<file path="config.mk">
export PLATFORM = sky130hd
export DESIGN_NAME = multicycle_sequencer
export DESIGN_NICKNAME = d
export VERILOG_FILES = /design/src/rtl/multicycle_sequencer_pkg.sv /design/src/rtl/multicycle_sequencer_handshake_timer.sv /design/src/rtl/multicycle_sequencer.sv
export SDC_FILE = /design/constraint.sdc
export NUM_CORES = 1
export LEC_CHECK = 0
export BUFFER_PORTS_ARGS = -buffer_cell sky130_fd_sc_hd__buf_2
export CAP_MARGIN = 40
export CORE_MARGIN = 4
export CORE_UTILIZATION = 50
export CTS_BUF_LIST = sky130_fd_sc_hd__clkbuf_8
export CTS_CLUSTER_DIAMETER = 40
export DETAILED_ROUTE_END_ITERATION = 10
export PLACE_DENSITY = 0.82
export SLEW_MARGIN = 20
export SYNTH_ARGS = -nofsm -noshare
export SYNTH_HDL_FRONTEND = slang
export SYNTH_SLANG_ARGS = --single-unit
</file>
<file path="constraint.sdc">
create_clock -name clock -period 6.3 [get_ports clock]
set_clock_uncertainty 0.15 [all_clocks]
set_input_delay 1.26 -clock clock [delete_from_list [all_inputs] [get_ports clock]]
set_output_delay 1.26 -clock clock [all_outputs]
set_load 0.01 [all_outputs]
</file>
<file path="src/rtl/multicycle_sequencer_pkg.sv">
// Shared definitions for the multi-cycle sequencer: state encodings and
// the sizing helper for the handshake timeout counter.
package multicycle_sequencer_pkg;

  localparam int STATE_W = 3;

  typedef enum logic [STATE_W-1:0] {
    ST_FETCH  = 3'd0,
    ST_DECODE = 3'd1,
    ST_EXEC   = 3'd2,
    ST_MEM    = 3'd3,
    ST_WB     = 3'd4,
    ST_FAULT  = 3'd7
  } state_e;

  // A zero limit still needs a 1-bit counter so the port widths stay legal.
  function automatic int timer_width(input int limit);
    if (limit < 1) begin
      return 1;
    end else begin
      return $clog2(limit + 1);
    end
  endfunction

endpackage

</file>
<file path="src/rtl/multicycle_sequencer_handshake_timer.sv">
// Clearable saturating wait counter; o_expired flags the wait cycle that
// uses up the budget, so the owner can leave on that same edge.
module multicycle_sequencer_handshake_timer
  import multicycle_sequencer_pkg::*;
#(
  parameter int LIMIT = 255
) (
  input  logic clock,
  input  logic reset,
  input  logic i_clear,
  input  logic i_count_en,
  output logic o_expired
);

  localparam int CNT_W = timer_width(LIMIT);
  localparam logic [CNT_W-1:0] CNT_MAX = CNT_W'(LIMIT);

  logic [CNT_W-1:0] r_count;

  // Count wait cycles, saturating at the limit; clear has priority.
  always_ff @(posedge clock or negedge reset) begin
    if (!reset) begin
      r_count <= '0;
    end else if (i_clear) begin
      r_count <= '0;
    end else if (i_count_en && (r_count != CNT_MAX)) begin
      r_count <= r_count + CNT_W'(1);
    end else begin
      r_count <= r_count;
    end
  end

  // A limit of zero disables the timeout entirely.
  assign o_expired = (LIMIT != 0) && i_count_en && (r_count == (CNT_MAX - CNT_W'(1)));

endmodule

</file>
<file path="src/rtl/multicycle_sequencer.sv">
// Multi-cycle PC/fetch/control sequencer: FETCH->DECODE->EXEC->(MEM)->(WB)
// with ready handshakes to instruction and data memories.
module multicycle_sequencer
  import multicycle_sequencer_pkg::*;
#(
  parameter int              XLEN        = 32,
  parameter logic [XLEN-1:0] RESET_PC    = XLEN'(32'h0040_0000),
  parameter int              PC_STEP     = 4,
  parameter int              MEM_TIMEOUT = 255
) (
  input  logic            clock,
  input  logic            reset,
  input  logic            halt_in,
  output logic            imem_req_out,
  output logic [XLEN-1:0] imem_addr_out,
  input  logic            imem_ready_in,
  input  logic [31:0]     imem_data_in,
  output logic [31:0]     ir_out,
  input  logic            dec_regwrite_in,
  input  logic            dec_memread_in,
  input  logic            dec_memwrite_in,
  input  logic            dec_branch_in,
  input  logic            dec_jump_in,
  input  logic            alu_taken_in,
  input  logic [XLEN-1:0] target_in,
  output logic            dmem_rden_out,
  output logic            dmem_wren_out,
  input  logic            dmem_ready_in,
  output logic            regwrite_out,
  output logic            retired_out,
  output logic [XLEN-1:0] pc_out,
  output logic [2:0]      state_out,
  output logic            fault_out
);

  state_e            r_state;
  logic [XLEN-1:0]   r_pc;
  logic [XLEN-1:0]   r_npc;
  logic [31:0]       r_ir;
  logic              r_imem_req;
  logic              r_dmem_rden;
  logic              r_dmem_wren;
  logic              r_regwrite;
  logic              r_retired;
  logic              r_fault;

  logic              w_wait;
  logic              w_expired;
  logic              w_redirect;
  logic [XLEN-1:0]   w_npc;

  // Next-PC selection, only consumed while in EXEC.
  always_comb begin
    w_redirect = dec_jump_in | (dec_branch_in & alu_taken_in);
    if (w_redirect) begin
      w_npc = target_in;
    end else begin
      w_npc = r_pc + XLEN'(PC_STEP);
    end
  end

  // A wait cycle is an outstanding request whose ready has not arrived.
  always_comb begin
    w_wait = 1'b0;
    case (r_state)
      ST_FETCH: w_wait = r_imem_req & ~imem_ready_in;
      ST_MEM:   w_wait = (r_dmem_rden | r_dmem_wren) & ~dmem_ready_in;
      default:  w_wait = 1'b0;
    endcase
  end

  multicycle_sequencer_handshake_timer #(
    .LIMIT (MEM_TIMEOUT)
  ) u_timer (
    .clock      (clock),
    .reset      (reset),
    .i_clear    (~w_wait),
    .i_count_en (w_wait),
    .o_expired  (w_expired)
  );

  // Sequencer FSM; strobes are registered so each is set on the edge that enters its state.
  always_ff @(posedge clock or negedge reset) begin
    if (!reset) begin
      r_state     <= ST_FETCH;
      r_pc        <= RESET_PC;
      r_npc       <= '0;
      r_ir        <= 32'h0000_0000;
      r_imem_req  <= 1'b0;
      r_dmem_rden <= 1'b0;
      r_dmem_wren <= 1'b0;
      r_regwrite  <= 1'b0;
      r_retired   <= 1'b0;
      r_fault     <= 1'b0;
    end else begin
      r_regwrite <= 1'b0;
      r_retired  <= 1'b0;
      case (r_state)
        ST_FETCH: begin
          // halt only gates a new request; an issued fetch is allowed to complete
          if (!r_imem_req) begin
            r_imem_req <= ~halt_in;
          end else if (imem_ready_in) begin
            r_ir       <= imem_data_in;
            r_imem_req <= 1'b0;
            r_state    <= ST_DECODE;
          end else if (w_expired) begin
            r_imem_req <= 1'b0;
            r_fault    <= 1'b1;
            r_state    <= ST_FAULT;
          end else begin
            r_imem_req <= 1'b1;
          end
        end
        ST_DECODE: begin
          r_state <= ST_EXEC;
        end
        ST_EXEC: begin
          r_npc <= w_npc;
          if (dec_memread_in && dec_memwrite_in) begin
            r_fault <= 1'b1;
            r_state <= ST_FAULT;
          end else if (dec_memread_in || dec_memwrite_in) begin
            r_dmem_rden <= dec_memread_in;
            r_dmem_wren <= dec_memwrite_in;
            r_state     <= ST_MEM;
          end else if (dec_regwrite_in) begin
            r_regwrite <= 1'b1;
            r_state    <= ST_WB;
          end else begin
            r_pc       <= w_npc;
            r_retired  <= 1'b1;
            r_imem_req <= ~halt_in;
            r_state    <= ST_FETCH;
          end
        end
        ST_MEM: begin
          if (dmem_ready_in) begin
            r_dmem_rden <= 1'b0;
            r_dmem_wren <= 1'b0;
            if (r_dmem_rden && dec_regwrite_in) begin
              r_regwrite <= 1'b1;
              r_state    <= ST_WB;
            end else begin
              r_pc       <= r_npc;
              r_retired  <= 1'b1;
              r_imem_req <= ~halt_in;
              r_state    <= ST_FETCH;
            end
          end else if (w_expired) begin
            r_dmem_rden <= 1'b0;
            r_dmem_wren <= 1'b0;
            r_fault     <= 1'b1;
            r_state     <= ST_FAULT;
          end else begin
            r_dmem_rden <= r_dmem_rden;
            r_dmem_wren <= r_dmem_wren;
          end
        end
        ST_WB: begin
          r_pc       <= r_npc;
          r_retired  <= 1'b1;
          r_imem_req <= ~halt_in;
          r_state    <= ST_FETCH;
        end
        ST_FAULT: begin
          r_imem_req  <= 1'b0;
          r_dmem_rden <= 1'b0;
          r_dmem_wren <= 1'b0;
          r_fault     <= 1'b1;
          r_state     <= ST_FAULT;
        end
        default: begin
          r_imem_req  <= 1'b0;
          r_dmem_rden <= 1'b0;
          r_dmem_wren <= 1'b0;
          r_fault     <= 1'b1;
          r_state     <= ST_FAULT;
        end
      endcase
    end
  end

  assign imem_req_out  = r_imem_req;
  assign imem_addr_out = r_pc;
  assign pc_out        = r_pc;
  assign ir_out        = r_ir;
  assign dmem_rden_out = r_dmem_rden;
  assign dmem_wren_out = r_dmem_wren;
  assign regwrite_out  = r_regwrite;
  assign retired_out   = r_retired;
  assign state_out     = r_state;
  assign fault_out     = r_fault;

endmodule
</file>
==> flow_metrics.py, run 1 <==
metrics = {
    "die": {
        "fp.coreArea_sq_um": 12600,
        "die_w_microns": 121,
        "die_h_microns": 121,
        "io_pins": 180,
        "rows": 41,
        "start_util_pct": 50.8,
        "dieArea_sq_um": 14600,
    },
    "logic_synthesis": {
        "yosysWarnings": 0,
        "synth.area.top_cells": "dfrtp_1 (44%), mux2_2 (5.8%), nor2_1 (4.1%), buf_4 (4.0%), nand2_1 (3.9%)",
        "synth_top_area_share_pct": 43.9,
        "syn-cell-area_sq_um": 6380,
        "synthCells": 687,
        "synth_nets": 765,
        "yosysUniqueCellTypes": 66,
        "ys.flop_type": "dfrtp_1",
        "synth-async-reset-ratio_pct": 100,
        "synth_edf_count": 0,
        "synth_seq_cells": 113,
        "yosysTopAreaCell": "dfrtp_1",
        "ys_seq_area_share_pct": 44.3,
        "syn_avg_cell_area_sq_um": 9.29,
    },
    "drt": {
        "first_pass_iters": 7,
        "drt.antenna.violating_nets": 0,
        "drc": 0,
        "totalWireLength_microns": 16700,
        "avgRoutedWirePerCell_microns": 16.7,
        "drtIter0Drc": 575,
        "via_per_inst": 5.68,
        "vias": 5700,
    },
    "layout": {
        "nets": 898,
        "antennaDiodeCount": 0,
        "final-seq-area_sq_um": 2830,
        "drive_above_1_share_pct": 31.9,
        "post-route-util_pct": 60.3,
        "fin_area_sq_um": 7570,
        "fillerInstances": 1107,
        "multiInputGateArea_sq_um": 3060,
        "area_growth_syn_to_layout_pct": 18.7,
        "stdcell_count": 1003,
    },
    "clocking": {
        "cts_tree": "yes",
        "clock_latency_ns": 0.43,
        "clock-sinks": 113,
        "post_cts_resized": 0,
        "cts_made_buffers": 17,
        "root_buffer": "clkbuf_8",
        "h-tree-depth": 4,
        "path_clk_slew_ns": 0.07,
        "clk_path_buf_depth": 2,
        "hold_buffers": 0,
        "post_cts_buffers": 0,
    },
    "setup_path": {
        "crit_required_ns": 6.49,
        "slowest_stage": "inv_1",
        "startpoint_type": "input pin",
        "cp-end-kind": "register",
        "crit_top_cell": "o211ai_1",
        "cp_max_fo": 40,
        "reg2reg_to": "imem_addr_out[16]$_DFFE_PN0P_",
        "worstSetupPathType": "in2reg",
        "arrival_ns": 3.22,
        "slowest_delay_ns": 0.44,
        "r2r_start": "state_out[0]$_DFFE_PN0P_",
        "r2r_cells": 7,
        "crit_path_cell_trace": "buf_2 > nor3_1 > a21oi_1 > o22a_1 > buf_4 > inv_1 > buf_16 > o211ai_1 > o211ai_1",
        "reg2reg_setup_slack_ns": 3.45,
    },
    "sta": {
        "whs_ns": 0.331,
        "rsz0062_at_grt": "false",
        "slew_headroom_pct": 38.8,
        "worstMarginPinSlew_ns": 0.911,
        "fin_setup_tns_ns": 0,
        "fin_crit_ns": 3.02,
        "slew_violations": 0,
        "fmax_mhz": 331,
        "fin_crit_sh_pct": 48.0,
        "hold_viol": 0,
        "setup_viol": 0,
        "setup_slack_ns": 3.28,
    },
    "grt": {
        "grt_max_degree": 53,
        "grt_pass1_vias": 5400,
        "grt_pass1_wl_microns": 26800,
        "grtUsageTotal_pct": 22.7,
        "gr-total-overflow": 0,
        "antenna_found_initial": 0,
    },
    "placement": {
        "dpl-instance-area_sq_um": 7180,
        "port_buffers": 179,
        "dp_hpwl_microns": 11800,
        "place_ws_ns": 2.90,
        "dp.cells": 973,
        "gp_congestion": 0.818,
    },
    "min_path": {
        "min_to": "r_npc[26]$_DFFE_PN0P_",
        "worstHoldPathCells": 2,
        "hold_start": "r_npc[26]$_DFFE_PN0P_",
        "hp-class": "reg2reg",
    },
    "power_and_ir_drop": {
        "vdd_drop_max_mv": 0.205,
        "power.internal_mw": 2.01,
        "combPwrFrac_pct": 41.4,
        "power_density_nw_per_um2": 453,
        "swShare_pct": 41.4,
        "p_seq_share_pct": 38.3,
        "p_total_mw": 3.43,
        "p_switching_mw": 1.42,
        "p_clk_share_pct": 20.4,
        "leakage_nw": 3.67,
    },
    "run": {
        "drv_cap": 0,
    },
    "status": {
        "status": "finished clean",
    },
}
sequential cells by signal, summed over array words and instances, names as in the netlist:
signal           flops
dmem_rden_out        1
imem_req_out         1
r_npc               32
u_timer.r_count      8
state_out            3
regwrite_out         1
retired_out          1
fault_out            1
ir_out              32
dmem_wren_out        1
imem_addr_out       32
layout by cell type, fill, tap and decap left out, types with 19 or more instances in the layout:
cell | Yosys | final
buf_2 | 16 | 178
dfrtp_1 | 112 | 112
nor2_1 | 69 | 69
nand2_1 | 67 | 67
a21oi_1 | 42 | 41
mux2_2 | 33 | 33
nand3_1 | 27 | 27
o21ai_0 | 24 | 24
clkbuf_8 | 0 | 20
nand4_1 | 19 | 19
o31ai_1 | 19 | 19
synthesized netlist by cell type (2+ instances only):
cell type / count
a211oi_1: 6
a21boi_0: 6
a21o_1: 6
a21oi_1: 42
a22oi_1: 5
a31o_2: 3
a31oi_1: 7
a32oi_1: 2
and2_1: 8
and3_1: 15
and4_1: 5
buf_2: 16
buf_4: 34
buf_6: 2
clkbuf_1: 23
dfrtp_1: 112
ha_1: 3
inv_1: 14
mux2_2: 33
mux2i_1: 10
nand2_1: 67
nand2b_1: 3
nand3_1: 27
nand4_1: 19
nor2_1: 69
nor3_1: 18
nor3b_1: 4
nor4_1: 4
nor4_2: 2
o211ai_1: 10
o211ai_2: 2
o21ai_0: 24
o21ai_1: 2
o22ai_1: 6
o2bb2ai_1: 3
o31a_1: 5
o31ai_1: 19
o41ai_1: 4
or3_1: 4
or4_1: 2
xnor2_1: 9
xor2_1: 8
power by group through the flow:
| stage | clock (mW) | combinational (mW) | sequential [mW] |
|---|---|---|---|
| floorplan | 0 | 1.02 | 1.30 |
| global placement | 0 | 1.36 | 1.30 |
| detailed placement | 0 | 1.42 | 1.31 |
| CTS | 0.709 | 1.42 | 1.30 |
| global route | 0.746 | 1.56 | 1.36 |
| finish | 0.698 | 1.42 | 1.31 |
layer usage:
| layer | global-route usage [%] | wire length (microns) |
|---|---|---|
| met2 | 34.7 | 7920 |
| met1 | 31.3 | 7230 |
| met3 | 5.83 | 1220 |
| met5 | 0 | 0 |
| met4 | 8.36 | 326 |
kinds of logic after synthesis:
kind of cell	share of synthesized area, %
AOI/OAI and AO/OA	17.6
xor gates and xnor gates	2.33
adders and majority gates	0.588
buffers and inverters	7.84
DFF	44.3
muxes	7.39
and+or+nand+nor	19.9
critical path: cells and delay by family:
family	cells	cell delay, ns
buffers and inverters	4	1.06
and+or+nand+nor	1	0.26
AOI/OAI and AO/OA	4	0.60
cell type report:
type,instances,area share (%)
Sequential cell,113,37.3
Tap cell,172,2.84
Multi-Input combinational cell,484,40.4
Inverter,14,0.694
Clock inverter,10,1.59
Clock buffer,20,3.63
Timing Repair Buffer,190,13.5
how the worst max path moves through the flow:
stage | from | to | slack [ns]
global route | dec_memwrite_in | imem_addr_out[16]$_DFFE_PN0P_ | 3.16
floorplan | dec_memwrite_in | imem_addr_out[0]$_DFFE_PN0P_ | 3.51
global placement | dec_memwrite_in | imem_addr_out[14]$_DFFE_PN0P_ | 2.57
finish | dec_memwrite_in | imem_addr_out[16]$_DFFE_PN0P_ | 3.28
CTS | dec_memwrite_in | imem_addr_out[16]$_DFFE_PN0P_ | 3.34
detailed placement | dec_memwrite_in | imem_addr_out[16]$_DFFE_PN0P_ | 2.90
Note: power is estimated with default switching activity, not from simulation.
==> run 2: changes to the inputs <==
clock period = 2.8 ns   (was 6.3 ns; I/O delays follow)
==> run 2 against run 1 <==
  * Worst hold slack worse by 0.14 ns
  * Core utilization is 0.88 points higher
  * Cell area is 1.5% higher
  * Critical path type is now reg2reg
  * Critical endpoint is now imem_addr_out[22]$_DFFE_PN1P_
  * Largest cell class unchanged
  * Sequential cell count stayed put
  * Clock power is 130% higher
  * Register-to-register slack worse by 3.0 ns
  * Sequential share of layout area is 0.54 points lower
  * Sequential power is 120% higher
  * Combinational power is 130% higher
  * Via count is 0.54% higher
  * Routed wire length is 1.9% higher
==> flow_metrics.py, run 2 (synthesis results as in run 1) <==
metrics = {
    "sta": {
        "fin_crit_sh_pct": 82.5,
        "hold_viol": 0,
        "setup_viol": 0,
        "slew_violations": 0,
        "whs_ns": 0.194,
        "fin_crit_ns": 2.31,
        "fin_setup_tns_ns": 0,
        "fmax_mhz": 433,
        "slew_headroom_pct": 58.3,
        "worstMarginPinSlew_ns": 0.623,
        "rsz0062_at_grt": "false",
    },
    "clocking": {
        "cts_tree": "yes",
        "clock_latency_ns": 0.44,
        "path_clk_slew_ns": 0.07,
        "clk_path_buf_depth": 2,
        "cts_made_buffers": 17,
        "root_buffer": "clkbuf_8",
        "clock-sinks": 113,
        "post_cts_resized": 0,
        "h-tree-depth": 4,
    },
    "power_and_ir_drop": {
        "power.internal_mw": 4.59,
        "leakage_nw": 3.72,
        "p_clk_share_pct": 20.5,
        "swShare_pct": 41.3,
        "p_seq_share_pct": 37.4,
        "p_total_mw": 7.82,
        "p_switching_mw": 3.23,
        "vdd_drop_max_mv": 0.537,
        "power_density_nw_per_um2": 1020,
        "combPwrFrac_pct": 42.1,
    },
    "setup_path": {
        "startpoint_type": "register",
        "worstSetupPathType": "reg2reg",
        "cp-end-kind": "register",
        "crit_required_ns": 3.01,
        "crit_buf_inv": 1,
        "crit_path_cell_trace": "nand3b_1 > o22a_1 > buf_12 > or3_1 > o211ai_1",
        "slowest_delay_ns": 0.59,
        "crit_family": "simple AND/OR/NAND/NOR gates",
        "arrival_ns": 2.52,
        "cp_max_fo": 39,
        "slowest_stage": "dfrtp_1",
    },
    "drt": {
        "avgRoutedWirePerCell_microns": 16.8,
        "via_per_inst": 5.66,
        "drtIter0Drc": 547,
        "vias": 5731,
        "first_pass_iters": 6,
        "drt.antenna.violating_nets": 0,
        "totalWireLength_microns": 17000,
        "drc": 0,
    },
    "layout": {
        "nets": 907,
        "fillerInstances": 1068,
        "area_growth_syn_to_layout_pct": 20.5,
        "final_common_cell": "buf_2",
        "multiInputGateArea_sq_um": 3060,
        "antennaDiodeCount": 0,
        "final_cell_mix": "buf_2 (178), dfrtp_1 (112), nor2_1 (69)",
        "final-seq-area_sq_um": 2830,
        "drive_above_1_share_pct": 32.9,
    },
    "die": {
        "die_w_microns": 121,
        "dieArea_sq_um": 14600,
        "io_pins": 180,
        "fp.coreArea_sq_um": 12600,
        "rows": 41,
        "die_h_microns": 121,
        "start_util_pct": 50.8,
    },
    "status": {
        "status": "finished clean",
    },
    "grt": {
        "gr-total-overflow": 0,
        "grtUsageTotal_pct": 23.4,
        "grt_pass1_wl_microns": 27300,
        "grt_pass1_vias": 5359,
        "grt_max_degree": 44,
        "antenna_found_initial": 0,
    },
    "placement": {
        "dp_hpwl_microns": 12300,
        "port_buffers": 179,
        "gp_congestion": 0.880,
    },
    "min_path": {
        "hp-class": "in2reg",
    },
    "run": {
        "drv_cap": 0,
    },
}
## run 2: changes by cell type in the layout (fill, tap and decap cells not counted), sizes merged
cell / before / now
inv: 18 / 15
dlygate4sd3: 0 / 1
clkinvlp: 0 / 2
clkinv: 3 / 5
buf: 190 / 198
## run 2: worst register-to-register path, cell delays in order, from the launching register on
cell and delay [ns]:
dfrtp_1 0.59, nand3b_1 0.36, o22a_1 0.35, buf_12 0.19
or3_1 0.41, o211ai_1 0.19
## run 2: layout make-up
type / count / area share, %
inverters: 14 / 0.684
multi-input cells: 484 / 39.8
clock inverters: 11 / 1.79
repair buffers: 199 / 14.5
clock buffers: 20 / 3.58
well taps: 172 / 2.80
flip-flops and latches: 113 / 36.8
## run 2: timing repair
item                                   in CTS  in global routing
hold buffers                                1                  0
endpoints found under the hold margin      28                  0
setup buffers                               0                  0
## run 2: final timing paths
kind,startpoint,endpoint,slack [ns],cells past startpoint
min in group asynchronous,reset,imem_addr_out[10]$_DFFE_PN0P_,0.44,2
worst max register to register,state_out[1]$_DFFE_PN0P_,imem_addr_out[22]$_DFFE_PN1P_,0.49,5
max in group asynchronous,reset,ir_out[16]$_DFFE_PN0P_,1.41,3
worst max-delay path,state_out[1]$_DFFE_PN0P_,imem_addr_out[22]$_DFFE_PN1P_,0.49,5
worst min register to register,r_npc[14]$_DFFE_PN0P_,r_npc[14]$_DFFE_PN0P_,0.33,2
worst min-delay path,imem_data_in[28],ir_out[28]$_DFFE_PN0P_,0.19,2
## run 2: power groups by stage
stage               combinational (mW)  sequential (mW)  clock (mW)
floorplan                         2.30             2.92           0
finish                            3.29             2.93        1.60
global route                      3.63             3.02        1.72
global placement                  3.21             2.90           0
detailed placement                3.29             2.93           0
CTS                               3.31             2.91        1.63
## run 2: stage by stage
step                      instance area [sq um]  std cells  setup slack, ns  utilization [%]
after global placement                     7260        981            0.516             57.8
after global routing                       7680       1013            0.381             61.1
after detailed placement                   7260        981            0.504             57.8
after floorplan                            6380        687            0.689                -
after CTS                                  7680       1013            0.517             61.1
final                                      7680       1013            0.490             61.1
## run 2: routing by layer
metal | track usage (%) | wire length (microns) | vias up
met5 | 0 | 0 | -
met4 | 7.51 | 313 | 0
met3 | 5.17 | 1310 | 26
met2 | 37.6 | 8080 | 230
met1 | 31.6 | 7310 | 2734
li1 | - | - | 2741
==> run 3: changes to the inputs <==
ABC_AREA = 1   (was unset)
CORE_UTILIZATION = 49   (was 50)
PLACE_DENSITY = 0.84   (was 0.82)
clock period = 2 ns   (was 2.8 ns; I/O delays follow)
==> run 3 against run 2 <==
  * Clock power rose by 37%
  * Worst setup slack lost 0.34 ns
  * Sequential power increased by 44%
  * Worst hold slack worse by 0.18 ns
  * Critical endpoint is now dmem_wren_out$_DFFE_PN0P_
  * Synthesized area about the same
  * Total power rose by 60%
  * Sequential share of layout area shrank 0.78 points
  * Routed wire length rose by 4.8%
  * Synthesized cell count rose by 22%
  * Non-clock buffer count is 16 higher
  * Register-to-register slack got worse by 0.34 ns
  * Cell area grew 2.3%
  * Critical path type unchanged
==> flow_metrics.py, run 3 <==
metrics = {
    "drt": {
        "via_per_inst": 5.17,
        "vias": 6173,
        "drtIter0Drc": 575,
        "avgRoutedWirePerCell_microns": 14.9,
        "wl_met3_microns": 1630,
        "drc": 0,
        "first_pass_iters": 6,
        "maxUsedRoutingLayer": "met4",
        "totalWireLength_microns": 17800,
        "met2WireLength_microns": 8840,
        "met1Wirelength_microns": 7060,
        "drt.antenna.violating_nets": 0,
    },
    "min_path": {
        "worstHoldPathCells": 2,
        "min_to": "ir_out[29]$_DFFE_PN0P_",
        "hold_start": "imem_data_in[29]",
        "hp-class": "in2reg",
    },
    "logic_synthesis": {
        "synth_edf_count": 0,
        "synth_nets": 913,
        "synthCells": 835,
        "synth-async-reset-ratio_pct": 100,
        "synth_commonest_cells": "nand2_1 (284), dfrtp_1 (112), nor2_1 (95)",
        "syn_avg_cell_area_sq_um": 7.64,
        "yosysTopAreaCell": "dfrtp_1",
        "yosysWarnings": 0,
        "syn-cell-area_sq_um": 6380,
        "ys_seq_area_share_pct": 44.3,
        "synth_seq_cells": 113,
        "synth_most_common_cell": "nand2_1",
        "yosysUniqueCellTypes": 36,
        "ys.flop_type": "dfrtp_1",
        "synth_top_area_share_pct": 43.9,
        "synth.area.top_cells": "dfrtp_1 (44%), nand2_1 (17%), nor2_1 (5.6%), mux2_1 (5.3%), buf_4 (4.7%)",
    },
    "die": {
        "io_pins": 180,
        "start_util_pct": 50.4,
        "die_h_microns": 122,
        "die_w_microns": 122,
        "fp.coreArea_sq_um": 12700,
        "dieArea_sq_um": 14900,
        "rows": 41,
    },
    "layout": {
        "nets": 1087,
        "stdcell_count": 1194,
        "final_cell_mix": "nand2_1 (284), buf_2 (178), dfrtp_1 (109)",
        "final_common_cell": "nand2_1",
        "antennaDiodeCount": 0,
        "fillerInstances": 1057,
        "area_growth_syn_to_layout_pct": 23.2,
        "drive_above_1_share_pct": 27.7,
    },
    "placement": {
        "port_buffers": 179,
        "gp_congestion": 0.932,
        "dp.cells": 1156,
        "dp_hpwl_microns": 13100,
        "place_ws_ns": 0.131,
    },
    "clocking": {
        "path_clk_slew_ns": 0.08,
        "clock-sinks": 113,
        "root_buffer": "clkbuf_8",
        "post_cts_buffers": 0,
        "clock_latency_ns": 0.44,
        "cts_tree": "yes",
        "h-tree-depth": 4,
        "cts_made_buffers": 17,
        "clk_path_buf_depth": 2,
    },
    "grt": {
        "gr-total-overflow": 0,
        "grt_max_degree": 53,
        "grtUsageTotal_pct": 24.5,
        "grt_pass1_wl_microns": 28700,
        "antenna_found_initial": 0,
        "grt_pass1_vias": 5852,
    },
    "power_and_ir_drop": {
        "power_density_nw_per_um2": 1590,
        "vdd_drop_max_mv": 1.05,
        "leakage_nw": 4.11,
    },
    "sta": {
        "worstMarginPinSlew_ns": 0.439,
        "fin_setup_tns_ns": 0,
        "setup_slack_ns": 0.147,
        "fin_crit_ns": 1.85,
        "setup_viol": 0,
        "slew_headroom_pct": 70.7,
        "slew_violations": 0,
        "hold_viol": 0,
        "fmax_mhz": 540,
        "fin_crit_sh_pct": 92.7,
        "whs_ns": 0.0175,
    },
    "setup_path": {
        "cp-end-kind": "register",
        "cp_max_fo": 6,
        "reg2reg_setup_slack_ns": 0.15,
        "r2r_start": "state_out[0]$_DFFE_PN0P_",
        "worstSetupPathType": "reg2reg",
        "r2r_cells": 10,
        "arrival_ns": 2.04,
        "startpoint_type": "register",
        "crit_required_ns": 2.19,
        "reg2reg_to": "dmem_wren_out$_DFFE_PN0P_",
    },
    "status": {
        "status": "finished clean",
    },
    "run": {
        "drv_cap": 0,
    },
}
==> run 3: changes by cell type in the layout (fill, tap and decap cells not counted), sizes merged, moves of 7 or more <==
cell,before,now
and2,8,0
and3,15,0
o21ai,26,59
a21oi,44,15
buf,198,209
or2,0,11
nand2,67,288
nor3,18,7
nand4,20,4
inv,15,64
nor2,69,103
mux2i,10,3
o31ai,19,0
nand3,28,50
==> run 3: final cells by class <==
cell class	instances	area (sq um)	area share (%)
tap	172	215	2.74
sequential	113	2830	36.0
clock inverter	15	174	2.21
clock buffer	17	234	2.98
timing repair buffer	215	1250	15.9
inverter	59	221	2.82
multi-input combinational	603	2940	37.3
==> run 3: logic make-up after synthesis <==
kind of cell	count (synthesis)	share of synthesized area (%)
xor gates and xnor gates	9	1.24
muxes	35	6.12
AOI/OAI and AO/OA	92	8.06
buffers and inverters	119	9.75
DFF	113	44.3
and+or+nand+nor	464	29.9
adders and majority gates	3	0.588
==> run 3: where the power goes <==
group / internal (mW) / total (mW) / switching [mW]
clock network: 1.14 / 2.19 / 1.05
registers: 3.33 / 4.21 / 0.885
logic: 2.40 / 6.12 / 3.72
==> run 3: timing repair <==
| action | in CTS | in global routing |
|---|---|---|
| gates resized for setup | 0 | 9 |
| hold buffers | 5 | 1 |
| hold endpoints to repair | 30 | 1 |
| endpoints found under the setup margin | 0 | 23 |
==> run 3: metal layers <==
metal | GRT usage (%) | vias up
met2 | 41.6 | 290
met5 | 0 | -
met1 | 30.9 | 2862
met3 | 6.27 | 34
li1 | - | 2987
met4 | 7.49 | 0
==> run 3: worst max-delay path by stage <==
stage | from | endpoint | slack, ns | depth (start not counted)
2_1_floorplan | imem_addr_out[3]$_DFFE_PN0P_ | r_npc[22]$_DFFE_PN0P_ | 0.22 | 10
3_3_place_gp | state_out[1]$_DFFE_PN0P_ | imem_addr_out[20]$_DFFE_PN0P_ | 0.19 | 10
3_5_place_dp | state_out[1]$_DFFE_PN0P_ | imem_addr_out[20]$_DFFE_PN0P_ | 0.13 | 10
4_1_cts | state_out[1]$_DFFE_PN0P_ | imem_addr_out[9]$_DFFE_PN0P_ | 0.08 | 10
5_1_grt | state_out[1]$_DFFE_PN0P_ | imem_addr_out[15]$_DFFE_PN0P_ | -0.003 | 10
6_report | state_out[0]$_DFFE_PN0P_ | dmem_wren_out$_DFFE_PN0P_ | 0.15 | 10
==> run 3: critical path, stage by stage, from the launching register on <==
cell     delay, ns
dfrtp_1       0.45
nor2_2        0.21
nand2_1       0.13
nor2_1        0.14
nand2_1       0.10
nand2_2       0.15
nand2_2       0.10
nand2_1       0.08
nand2_1       0.09
nand2_1       0.08
o21ai_1       0.06
==> run 3: metrics by stage <==
stage,utilization [%],power (mW),area [sq um]
after floorplan,-,8.26,6380
after global placement,58.2,10.0,7370
after detailed placement,58.2,10.2,7370
after CTS,61.8,12.5,7830
after global routing,62.0,13.5,7860
final,62.0,12.5,7860
